### src/rtl/spi_cmd_sequencer.sv
// spi_cmd_sequencer
//   Command stage in front of an SPI master controller. Host commands (write/read,
//   8-bit address, 8-bit data) are queued in a small FIFO and issued one at a time:
//   a one-cycle start strobe, then a wait for done/err guarded by a timeout watchdog.
//   Each command returns exactly one response over a valid/ready port.
//
// Ports
//   clk_i, rst_ni                   clock, asynchronous active-low reset
//   cmd_valid_i/cmd_ready_o         host command handshake (ready = FIFO not full)
//   cmd_wr_i, cmd_addr_i, cmd_din_i command fields
//   rsp_valid_o/rsp_ready_i         response handshake
//   rsp_dout_o, rsp_err_o,          response data (0 for writes/errors), error flag,
//   rsp_timeout_o                   timeout flag
//   busy_o                          FIFO non-empty or sequencer not idle
//   spi_start_o                     one-cycle launch strobe to the controller
//   spi_wr_o, spi_addr_o, spi_din_o registered command fields, stable through the wait
//   spi_dout_i, spi_done_i,         controller read data, completion and error pulses
//   spi_err_i

module spi_cmd_sequencer #(
    parameter int unsigned DEPTH   = 4,
    parameter int unsigned TIMEOUT = 1023
) (
    input  logic       clk_i,
    input  logic       rst_ni,
    input  logic       cmd_valid_i,
    output logic       cmd_ready_o,
    input  logic       cmd_wr_i,
    input  logic [7:0] cmd_addr_i,
    input  logic [7:0] cmd_din_i,
    output logic       rsp_valid_o,
    input  logic       rsp_ready_i,
    output logic [7:0] rsp_dout_o,
    output logic       rsp_err_o,
    output logic       rsp_timeout_o,
    output logic       busy_o,
    output logic       spi_start_o,
    output logic       spi_wr_o,
    output logic [7:0] spi_addr_o,
    output logic [7:0] spi_din_o,
    input  logic [7:0] spi_dout_i,
    input  logic       spi_done_i,
    input  logic       spi_err_i
);

    localparam int unsigned AW = (DEPTH > 1) ? $clog2(DEPTH) : 1;
    localparam logic [AW:0] FullCount = (AW + 1)'(DEPTH);
    localparam logic [15:0] TimerLast = 16'(TIMEOUT - 1);

    typedef enum logic [1:0] {StIdle, StIssue, StWait, StResp} state_e;

    // ---------------------------------------------------------------- command FIFO
    logic [16:0]   mem_q [DEPTH];
    logic [AW-1:0] wr_ptr_q, rd_ptr_q;
    logic [AW:0]   count_q;
    logic          push, pop;
    logic [16:0]   head;

    state_e state_q, state_d;

    assign cmd_ready_o = (count_q != FullCount);
    assign push        = cmd_valid_i && cmd_ready_o;
    assign pop         = (state_q == StIssue);
    assign head        = mem_q[rd_ptr_q];

    always_ff @(posedge clk_i or negedge rst_ni) begin
        if (!rst_ni) begin
            wr_ptr_q <= '0;
            rd_ptr_q <= '0;
            count_q  <= '0;
        end else begin
            if (push) wr_ptr_q <= wr_ptr_q + 1'b1;
            if (pop)  rd_ptr_q <= rd_ptr_q + 1'b1;
            if (push && !pop)      count_q <= count_q + 1'b1;
            else if (pop && !push) count_q <= count_q - 1'b1;
        end
    end

    // Storage needs no reset: emptiness is tracked by the pointers and count.
    always_ff @(posedge clk_i) begin
        if (push) mem_q[wr_ptr_q] <= {cmd_wr_i, cmd_addr_i, cmd_din_i};
    end

    // ---------------------------------------------------------------- sequencer
    logic [15:0] timer_q, timer_d;
    logic        spi_start_q, spi_start_d;
    logic        spi_wr_q, spi_wr_d;
    logic [7:0]  spi_addr_q, spi_addr_d;
    logic [7:0]  spi_din_q, spi_din_d;
    logic        rsp_valid_q, rsp_valid_d;
    logic        rsp_err_q, rsp_err_d;
    logic        rsp_timeout_q, rsp_timeout_d;
    logic [7:0]  rsp_dout_q, rsp_dout_d;

    always_ff @(posedge clk_i or negedge rst_ni) begin
        if (!rst_ni) begin
            state_q       <= StIdle;
            timer_q       <= '0;
            spi_start_q   <= 1'b0;
            spi_wr_q      <= 1'b0;
            spi_addr_q    <= '0;
            spi_din_q     <= '0;
            rsp_valid_q   <= 1'b0;
            rsp_err_q     <= 1'b0;
            rsp_timeout_q <= 1'b0;
            rsp_dout_q    <= '0;
        end else begin
            state_q       <= state_d;
            timer_q       <= timer_d;
            spi_start_q   <= spi_start_d;
            spi_wr_q      <= spi_wr_d;
            spi_addr_q    <= spi_addr_d;
            spi_din_q     <= spi_din_d;
            rsp_valid_q   <= rsp_valid_d;
            rsp_err_q     <= rsp_err_d;
            rsp_timeout_q <= rsp_timeout_d;
            rsp_dout_q    <= rsp_dout_d;
        end
    end

    always_comb begin
        state_d       = state_q;
        timer_d       = timer_q;
        spi_start_d   = 1'b0;
        spi_wr_d      = spi_wr_q;
        spi_addr_d    = spi_addr_q;
        spi_din_d     = spi_din_q;
        rsp_valid_d   = rsp_valid_q;
        rsp_err_d     = rsp_err_q;
        rsp_timeout_d = rsp_timeout_q;
        rsp_dout_d    = rsp_dout_q;

        unique case (state_q)
            StIdle: begin
                // Fields and strobe are registered on the way into ISSUE so that the
                // controller sees them together during the ISSUE cycle.
                if (count_q != '0) begin
                    state_d     = StIssue;
                    spi_start_d = 1'b1;
                    spi_wr_d    = head[16];
                    spi_addr_d  = head[15:8];
                    spi_din_d   = head[7:0];
                end
            end
            StIssue: begin
                timer_d = '0;
                state_d = StWait;
            end
            StWait: begin
                timer_d = timer_q + 16'd1;
                if (spi_err_i) begin
                    rsp_valid_d   = 1'b1;
                    rsp_err_d     = 1'b1;
                    rsp_timeout_d = 1'b0;
                    rsp_dout_d    = '0;
                    state_d       = StResp;
                end else if (spi_done_i) begin
                    rsp_valid_d   = 1'b1;
                    rsp_err_d     = 1'b0;
                    rsp_timeout_d = 1'b0;
                    rsp_dout_d    = spi_wr_q ? 8'h00 : spi_dout_i;
                    state_d       = StResp;
                end else if (timer_q == TimerLast) begin
                    rsp_valid_d   = 1'b1;
                    rsp_err_d     = 1'b1;
                    rsp_timeout_d = 1'b1;
                    rsp_dout_d    = '0;
                    state_d       = StResp;
                end
            end
            StResp: begin
                if (rsp_ready_i) begin
                    rsp_valid_d   = 1'b0;
                    rsp_err_d     = 1'b0;
                    rsp_timeout_d = 1'b0;
                    rsp_dout_d    = '0;
                    state_d       = StIdle;
                end
            end
            default: state_d = StIdle;
        endcase
    end

    assign spi_start_o   = spi_start_q;
    assign spi_wr_o      = spi_wr_q;
    assign spi_addr_o    = spi_addr_q;
    assign spi_din_o     = spi_din_q;
    assign rsp_valid_o   = rsp_valid_q;
    assign rsp_err_o     = rsp_err_q;
    assign rsp_timeout_o = rsp_timeout_q;
    assign rsp_dout_o    = rsp_dout_q;
    assign busy_o        = (count_q != '0) || (state_q != StIdle);

endmodule
### config.mk
export PLATFORM = sky130hd
export DESIGN_NAME = spi_cmd_sequencer
export DESIGN_NICKNAME = d
export VERILOG_FILES = /design/src/rtl/spi_cmd_sequencer.sv
export SDC_FILE = /design/constraint.sdc
export NUM_CORES = 1
export LEC_CHECK = 0
export CORE_ASPECT_RATIO = 0.7
export CORE_MARGIN = 2
export CORE_UTILIZATION = 55
export DETAILED_ROUTE_END_ITERATION = 10
export DONT_BUFFER_PORTS = 1
export GPL_TIMING_DRIVEN = 0
export PLACE_DENSITY_LB_ADDON = 0.3
export SYNTH_ARGS = -nofsm -noshare
export SYNTH_HDL_FRONTEND = slang
export SYNTH_SLANG_ARGS = --single-unit
### constraint.sdc
create_clock -name clk_i -period 2.1 [get_ports clk_i]
set_input_delay 0.525 -clock clk_i [delete_from_list [all_inputs] [get_ports clk_i]]
set_output_delay 0.525 -clock clk_i [all_outputs]
set_load 0.005 [all_outputs]
==> Yosys cells after proc, flatten, opt, wreduce, memory -nomap -nowiden <==
Memory sizes are Yosys's and may differ from the RTL's. A register that Yosys moved wholly into a read port is not among the register bits.
Index checks and enable logic that the tools add are counted.
{ "totals": {"regBits": 37, "ramBits": 68, "input_bits": 31, "out_inout_bits": 31, "wordCells": 69, "mem_count": 1} }
{ "memory_table": {"columns": ["memory", "words", "width", "rd", "rd_clocked_by_memory_dff", "write_ports", "line_no", "text"], "rows": [
  ["mem_q", 4, 17, 1, 1, 1, "53", "logic [16:0] mem_q [DEPTH];"]
]} }
{ "op_classes": {"addsub": 5, "eq_ne": 8, "mux": 29, "reduce_logical": 16} }
{ "op_table": {"columns": ["operator", "n"], "rows": [
  ["8-bit 2-to-1 mux", 5],
  ["16-bit case mux with 2 select lines", 1],
  ["16-bit by 1-bit adder with 16-bit output (second input constant)", 1],
  ["16-bit by 10-bit equality test with 1-bit output (second input constant)", 1],
  ["8-bit case mux with 2 select lines", 1],
  ["1-bit 2-to-1 mux", 11],
  ["2-bit 2-to-1 mux", 5],
  ["2-bit case mux with 4 select lines", 1],
  ["2-bit nonzero test", 4],
  ["3-bit 2-to-1 mux", 2],
  ["1-bit case mux with 2 select lines", 3],
  ["3-bit AND reduction", 2],
  ["2-bit by 1-bit adder with 2-bit output (second input constant)", 2],
  ["2-bit equality test (second input constant)", 2],
  ["2-bit inequality test (second input constant)", 2],
  ["4-bit inequality test (second input constant)", 1],
  ["3-bit by 1-bit adder with 3-bit output (second input constant)", 1],
  ["1-bit logical AND", 3],
  ["1-bit logical NOT", 3],
  ["3-bit inequality test (second input constant)", 1],
  ["3-bit nonzero test", 1],
  ["3-bit by 1-bit subtractor with 3-bit output (second input constant)", 1],
  ["2-bit by 1-bit equality test with 1-bit output (second input constant)", 1],
  ["2-bit logical NOT", 1],
  ["other kinds (2)", 2]
]} }

==> Depth between registers and ports, before layout <==
Gate-level depths: netlist of run 1.
{ "logic_depth": {"depth_word": 6, "ltp_mapped": 9, "ltp_nobuf": 9} }

==> Worst setup path before layout of run 1 <==
No wires, ideal clock.
{ "synth_path": {"kind": "reg2reg", "startpoint": "reg timer_q[0]", "endpoint": "reg state_q[1]", "setup_time_ps": 125, "t_arrival_ps": 1878, "required_time_ps": 1975, "slack_ps": 97, "path_stages_with_launch": 7, "n_path_buf": 0, "synth_period_minus_slack_ps": 2003, "cell_sequence": "dfrtp_1 inv_1 ha_1 or4b_4 nor4_4 o21ai_2 mux2_4"} }
{ "synth_between": {"elab_chain_len": 3} }
{ "synth_lines": {"columns": ["item", "line_no", "text"], "rows": [
  ["start, declared", "85", "logic [15:0] timer_q, timer_d;"],
  ["start signal, assigned", "109", "timer_q <= timer_d;"],
  ["16-bit by 10-bit equality test with 1-bit output", "163", "end else if (timer_q == TimerLast) begin"],
  ["4-bit inequality test (no source line)", null, null],
  ["3-bit AND reduction (no source line)", null, null],
  ["end signal, assigned", "97", "state_q <= StIdle;"],
  ["end signal, assigned", "108", "state_q <= state_d;"],
  ["end, declared", "59", "state_e state_q, state_d;"]
]} }
Every way passes these cells.
A chain may end at the register's enable or synchronous reset.

==> Final worst setup path of run 1 <==
{ "layout_path": {"startpoint": "reg timer_q[10]", "endpoint": "reg state_q[1]"} }
The elaborated chain is that of the path after synthesis.

==> impl_metrics.json, run 1 <==
{
  "drt-pass1-iter-count": 4,
  "finClkSkew_ps": 7.67,
  "drt-total-wl_um": 9570,
  "synth_edf_count": 68,
  "syn-mean-instance-area_sq_um": 15.8,
  "power.static_leakage_nw": 2.29,
  "r2r-end": "state_q[1]$_DFFE_PN0P_",
  "hpwl_um": 5910,
  "first_iter_violations": 200,
  "cp-endpoint": "state_q[1]$_DFFE_PN0P_",
  "synth-seq-area-share": 0.670,
  "grt_pass1_vias": 2986,
  "vias": 2759,
  "crit_path_end_kind": "flip-flop",
  "crit_type": "flip-flop to flip-flop",
  "status": "complete, no violations",
  "netlist_instances": 321,
  "max_freq_mhz": 503,
  "hold_violations": 0,
  "place_congestion": 0.795,
  "ant_nets": 0,
  "layout-drive-gt1-share": 0.240,
  "arrival_ps": 2280,
  "power_mw": 8.93,
  "synth.distinct_cells": 45,
  "antenna_cells": 0,
  "synth_warnings": 0,
  "grt_pass1_wl_um": 15600,
  "initial_core_util": 0.563,
  "placed_cells": 445,
  "htreeDepth": 4,
  "clk_path_buf_depth": 2,
  "slowest_stage": "or4b_4",
  "reg2reg_setup_slack_ps": 110,
  "syn_nets": 364,
  "grt_max_degree": 55,
  "cp_max_fo": 6,
  "setup_violations": 0,
  "reg2reg_from": "timer_q[10]$_DFFE_PN0P_",
  "final_area_sq_um": 5920,
  "layout.nets": 384,
  "finalNonFillerCells": 478,
  "path_cells": "or4b_4 -> nor4_4 -> buf_4 -> o21ai_2 -> mux2_4",
  "synthToLayoutAreaGrowth_pct": 16.9,
  "cts_buffers": 17,
  "die_width_um": 119,
  "worst_hold_slack_ps": 206,
  "portBuffers": 0,
  "synth.cell_area_sq_um": 5070,
  "postSynth.asyncResetShare": 0.443,
  "fp.dieH_um": 84.3,
  "insertion_delay_ps": 410,
  "startpoint": "timer_q[10]$_DFFE_PN0P_",
  "core_area_sq_um": 9000,
  "r2r_cells": 5,
  "antenna_found_initial": 0,
  "placed_cell_area_sq_um": 5220,
  "overflow": 0,
  "p_per_area_nw_per_um2": 1510,
  "rsz0062_at_grt": "true",
  "wire_per_inst_um": 20.0,
  "clk_pin_slew_ps": 60,
  "rows": 29,
  "cts_tree": "done",
  "fin_crit_ps": 1990,
  "io_pins": 62,
  "cap_violations": 0,
  "synth_top_area_share": 0.403,
  "slowest_delay_ps": 580,
  "ir_drop_mv": 0.971,
  "tightest_slew_ps": 918,
  "required_ps": 2390,
  "fill_cells": 651,
  "yosysTopAreaCell": "edfxtp_1",
  "synthTopCellsByArea": "edfxtp_1 (40%), dfrtp_1 (27%), mux4_2 (7.6%)",
  "slew_headroom": 0.388,
  "ys.flop_type": "edfxtp_1",
  "viasPerCell": 5.77,
  "start_kind": "flip-flop",
  "ys_seq_elements": 122,
  "dieArea_sq_um": 10000,
  "hold_class": "input pin to flip-flop",
  "min_period_over_period": 0.946,
  "clock-sinks": 122,
  "clock-root-buffer": "clkbuf_16",
  "drc": 0,
  "gr-usage-all-layers": 0.211,
  "maxSlewViolCount": 0
}
[where the power goes]
part / leakage, nW / total (mW) / internal (mW) / switching [mW]
clock network: 0.314 / 2.98 / 1.96 / 1.02
registers: 1.31 / 3.57 / 3.20 / 0.362
logic: 0.671 / 2.39 / 1.12 / 1.26
[synth_stat cells (2+ instances only)]
cell / count
and3_1: 6
clkbuf_1: 9
mux4_2: 17
or3_1: 4
a22o_1: 9
nand2b_1: 5
edfxtp_1: 68
ha_1: 11
nor2b_1: 5
o31ai_1: 5
dfrtp_1: 54
o21ai_0: 7
a21oi_1: 6
a31oi_1: 2
nand3_1: 10
a21boi_0: 2
xnor2_1: 3
buf_2: 3
mux2_2: 19
nor3_1: 4
or4_1: 3
nand2_1: 17
xor2_1: 3
nand4_1: 7
inv_1: 13
nor2_1: 6
a21o_1: 3
o211ai_1: 3
[per-layer routing]
metal,track usage,share of wire
met5,0,0
met4,0.0812,0.0083
met3,0.0938,0.082
met2,0.319,0.47
met1,0.271,0.43
[worst min path at each step]
| stage | to | cells past startpoint | start | slack, ps |
|---|---|---|---|---|
| floorplan | count_q[0]$_DFFE_PN0P_ | 0 | rst_ni | 230 |
| finish | mem_q[1][16]$_DFFE_PP_ | 0 | cmd_wr_i | 210 |
| CTS | mem_q[2][10]$_DFFE_PP_ | 0 | cmd_addr_i[2] | 190 |
| global placement | spi_addr_o[1]$_DFFE_PN0P_ | 0 | rst_ni | 230 |
| detailed placement | spi_din_o[7]$_DFFE_PN0P_ | 0 | rst_ni | 230 |
| global route | mem_q[2][10]$_DFFE_PP_ | 0 | cmd_addr_i[2] | 180 |
[state kept, by name (all words and copies together), names as in the netlist, 2 cells and up]
name / cells
count_q: 3
state_q: 2
rsp_dout_o: 8
wr_ptr_q: 2
spi_addr_o: 8
timer_q: 16
rd_ptr_q: 2
spi_din_o: 8
mem_q: 68
[repair_timing]
action                     4_1_cts  5_1_grt
hold buffers                     2        0
hold endpoints to repair        54        0
resized for setup                5        6
pin swaps                        1        0
setup buffers                    1        0
setup endpoints to repair       19       21
[worst max-delay path, delay by kind of cell (launching register included)]
| kind | cells | cell delay, ps |
|---|---|---|
| compound gates | 1 | 70 |
| buf+inv | 1 | 200 |
| flops | 1 | 440 |
| mux | 1 | 300 |
| simple gates | 2 | 860 |
[through the flow]
step           setup WS, ps  utilization  TNS (ps)
2_1_floorplan          96.8            -         0
3_3_place_gp           -305        0.580     -3080
3_5_place_dp           -326        0.580     -3510
4_1_cts                40.9        0.657         0
5_1_grt               -5.88        0.658     -8.69
6_report                113        0.658         0
[cells by family (layout without fill, tap and decap cells)]
group | Yosys count | after routing | synth area share
compound gates | 42 | 42 | 0.0610
xor+xnor | 6 | 6 | 0.0104
fa+ha+maj | 12 | 12 | 0.0311
buf+inv | 26 | 59 | 0.0200
flops | 122 | 122 | 0.670
mux | 38 | 38 | 0.123
simple gates | 75 | 75 | 0.0850
[cells in the final DEF (no fill, tap or decap), types with 4 or more instances in the layout]
cell type / count
nand2b_1: 4
a22o_1: 9
nand3_1: 10
o21ai_0: 7
inv_1: 13
nor2_1: 6
clkbuf_1: 7
edfxtp_1: 68
mux2_2: 19
and3_1: 6
clkbuf_16: 22
dfrtp_1: 54
o31ai_1: 5
ha_1: 11
nand4_1: 7
a21oi_1: 6
nor2b_1: 5
mux4_2: 17
nand2_1: 16
or3_1: 4
[layout make-up]
type | count | area, sq um | share of cell area
clock inverters | 6 | 40.0 | 0.00676
inverters | 13 | 48.8 | 0.00824
repair buffers | 3 | 45.0 | 0.00761
well taps | 124 | 155 | 0.0262
multi-input cells | 173 | 1590 | 0.269
plain buffers | 11 | 50.0 | 0.00845
flip-flops and latches | 122 | 3390 | 0.573
clock buffers | 26 | 596 | 0.101
Power figures use the tool's default switching activity.
==> run 2: changes to the inputs <==
--- a/config.mk
+++ b/config.mk
@@ -6,7 +6,6 @@
 export NUM_CORES = 1
 export LEC_CHECK = 0
 export CORE_ASPECT_RATIO = 0.7
-export CORE_MARGIN = 2
 export CORE_UTILIZATION = 55
 export DETAILED_ROUTE_END_ITERATION = 10
 export DONT_BUFFER_PORTS = 1
==> impl_metrics.json, run 2 (synthesis gave the netlist of run 1 again) <==
{
  "status": "complete, no violations",
  "drt-total-wl_um": 9500,
  "antenna_found_initial": 0,
  "multi_input_area_sq_um": 1590,
  "wl_met3_um": 794,
  "regMostFlops": "mem_q",
  "drc": 0,
  "hold_violations": 0,
  "holdPathStages": 0,
  "vias": 2828,
  "core_area_sq_um": 8690,
  "insertion_delay_ps": 400,
  "hpwl_um": 5980,
  "crit_path_end_kind": "flip-flop",
  "slew_headroom": 0.373,
  "antenna_cells": 0,
  "hp-start": "cmd_din_i[0]",
  "setup_violations": 0,
  "gr-usage-all-layers": 0.224,
  "clk_path_buf_depth": 2,
  "cts_buffers": 17,
  "die_width_um": 117,
  "clock-sinks": 122,
  "cp_max_fo": 7,
  "maxSlewViolCount": 0,
  "tightest_slew_ps": 940,
  "place_ws_ps": -203,
  "grt_pass1_vias": 2930,
  "regArea_sq_um": 3390,
  "placed_cells": 441,
  "mostFrequentLayoutCells": "edfxtp_1 (68), dfrtp_1 (53), mux2_2 (19)",
  "dr.max_layer_used": "met4",
  "hold_end": "mem_q[0][0]$_DFFE_PP_",
  "slowest_delay_ps": 580,
  "fill_cells": 592,
  "dieArea_sq_um": 9610,
  "start_kind": "flip-flop",
  "htreeDepth": 4,
  "routed-wl-met2_um": 4610,
  "portBuffers": 0,
  "hold_class": "input pin to flip-flop",
  "fp.dieH_um": 82.3,
  "largest_reg_flops": 68,
  "max_freq_mhz": 502,
  "viasPerCell": 5.94,
  "overflow": 0,
  "r2r-end": "state_q[1]$_DFFE_PN0P_",
  "place_congestion": 0.832,
  "layout-drive-gt1-share": 0.239,
  "finalNonFillerCells": 476,
  "p_per_area_nw_per_um2": 1500,
  "reg_top3": "mem_q (68), timer_q (16)",
  "required_ps": 2380,
  "io_pins": 62,
  "min_period_over_period": 0.948,
  "wire_per_inst_um": 20.0,
  "clock-root-buffer": "clkbuf_16",
  "cts_tree": "done",
  "cap_violations": 0,
  "ir_drop_mv": 0.930,
  "crit_type": "flip-flop to flip-flop",
  "slowest_stage": "or4b_1",
  "first_iter_violations": 203,
  "fin_ws_ps": 110,
  "rows": 28,
  "path_cells": "or4b_1 -> nor4_4 -> buf_4 -> o21ai_2 -> mux2_4",
  "grt_max_degree": 55,
  "post-route-util": 0.678,
  "fin_crit_ps": 1990,
  "initial_core_util": 0.583,
  "synthToLayoutAreaGrowth_pct": 16.3,
  "finClkSkew_ps": 7.67,
  "reg2reg_from": "timer_q[11]$_DFFE_PN0P_",
  "power.static_leakage_nw": 2.27,
  "drt-pass1-iter-count": 4,
  "reg2reg_setup_slack_ps": 110,
  "clk_pin_slew_ps": 60,
  "final_common_cell": "edfxtp_1",
  "arrival_ps": 2270,
  "grt_pass1_wl_um": 15100,
  "r2r_cells": 5,
  "ant_nets": 0,
  "met1_length_um": 3980,
  "layout.nets": 386
}
==> run 2: changes by cell type in the layout (fill, tap and decap cells not counted), moves of 2 or more <==
cell	before	now
clkbuf_16	22	17
bufinv_16	0	3
clkinvlp_4	1	3
buf_4	1	3
clkbuf_8	3	1
==> run 2: metrics by stage <==
step                TNS, ps  hold slack, ps  instance area [sq um]  power, mW
CTS                       0             202                   5870       8.87
detailed placement    -2060             230                   5220       5.93
floorplan                 0             229                   5070       5.33
global placement      -1390             230                   5220       5.80
finish                    0             216                   5890       8.84
global route          -7.94             195                   5890       9.30
==> run 2: power by group <==
group	switching [mW]	total, mW	internal [mW]
Sequential	0.357	3.57	3.21
Combinational	1.27	2.40	1.13
Clock	0.985	2.87	1.89
Total	2.61	8.84	6.23
==> run 2: final cells by class <==
cell class,count,share of cell area
Inverter,13,0.00829
Buffer,11,0.00871
Timing Repair Buffer,5,0.0102
Clock inverter,12,0.0253
Sequential cell,122,0.576
Clock buffer,20,0.0758
Tap cell,120,0.0255
Multi-Input combinational cell,173,0.270
==> run 2: critical path, delay by kind of cell (launching register included) <==
| family | cells | cell delay [ps] |
|---|---|---|
| flip-flops | 1 | 440 |
| AO/OA/AOI/OAI | 1 | 80 |
| AND/OR/NAND/NOR | 2 | 860 |
| buffers and inverters | 1 | 190 |
| multiplexers | 1 | 300 |
==> run 2: timing repair <==
item / CTS / global route
endpoints found under the setup margin: 20 / 27
buffers inserted: 2 / 1
resized for setup: 5 / 8
cloned: 0 / 0
hold endpoints to repair: 54 / 0
hold buffers: 2 / 0
pin swaps: 1 / 1
==> run 2: how the worst max path moves through the flow <==
stage,start,endpoint,depth (start not counted)
floorplan,timer_q[0]$_DFFE_PN0P_,state_q[1]$_DFFE_PN0P_,6
global placement,count_q[0]$_DFFE_PN0P_,spi_din_o[1]$_DFFE_PN0P_,5
detailed placement,count_q[0]$_DFFE_PN0P_,spi_addr_o[4]$_DFFE_PN0P_,5
CTS,state_q[1]$_DFFE_PN0P_,timer_q[13]$_DFFE_PN0P_,7
global route,timer_q[2]$_DFFE_PN0P_,timer_q[15]$_DFFE_PN0P_,5
finish,timer_q[11]$_DFFE_PN0P_,state_q[1]$_DFFE_PN0P_,5
==> run 2: per-layer routing <==
metal	vias up	global-route usage
met2	111	0.360
met4	0	0.0810
li1	1283	-
met3	11	0.0781
met5	-	0
met1	1423	0.285
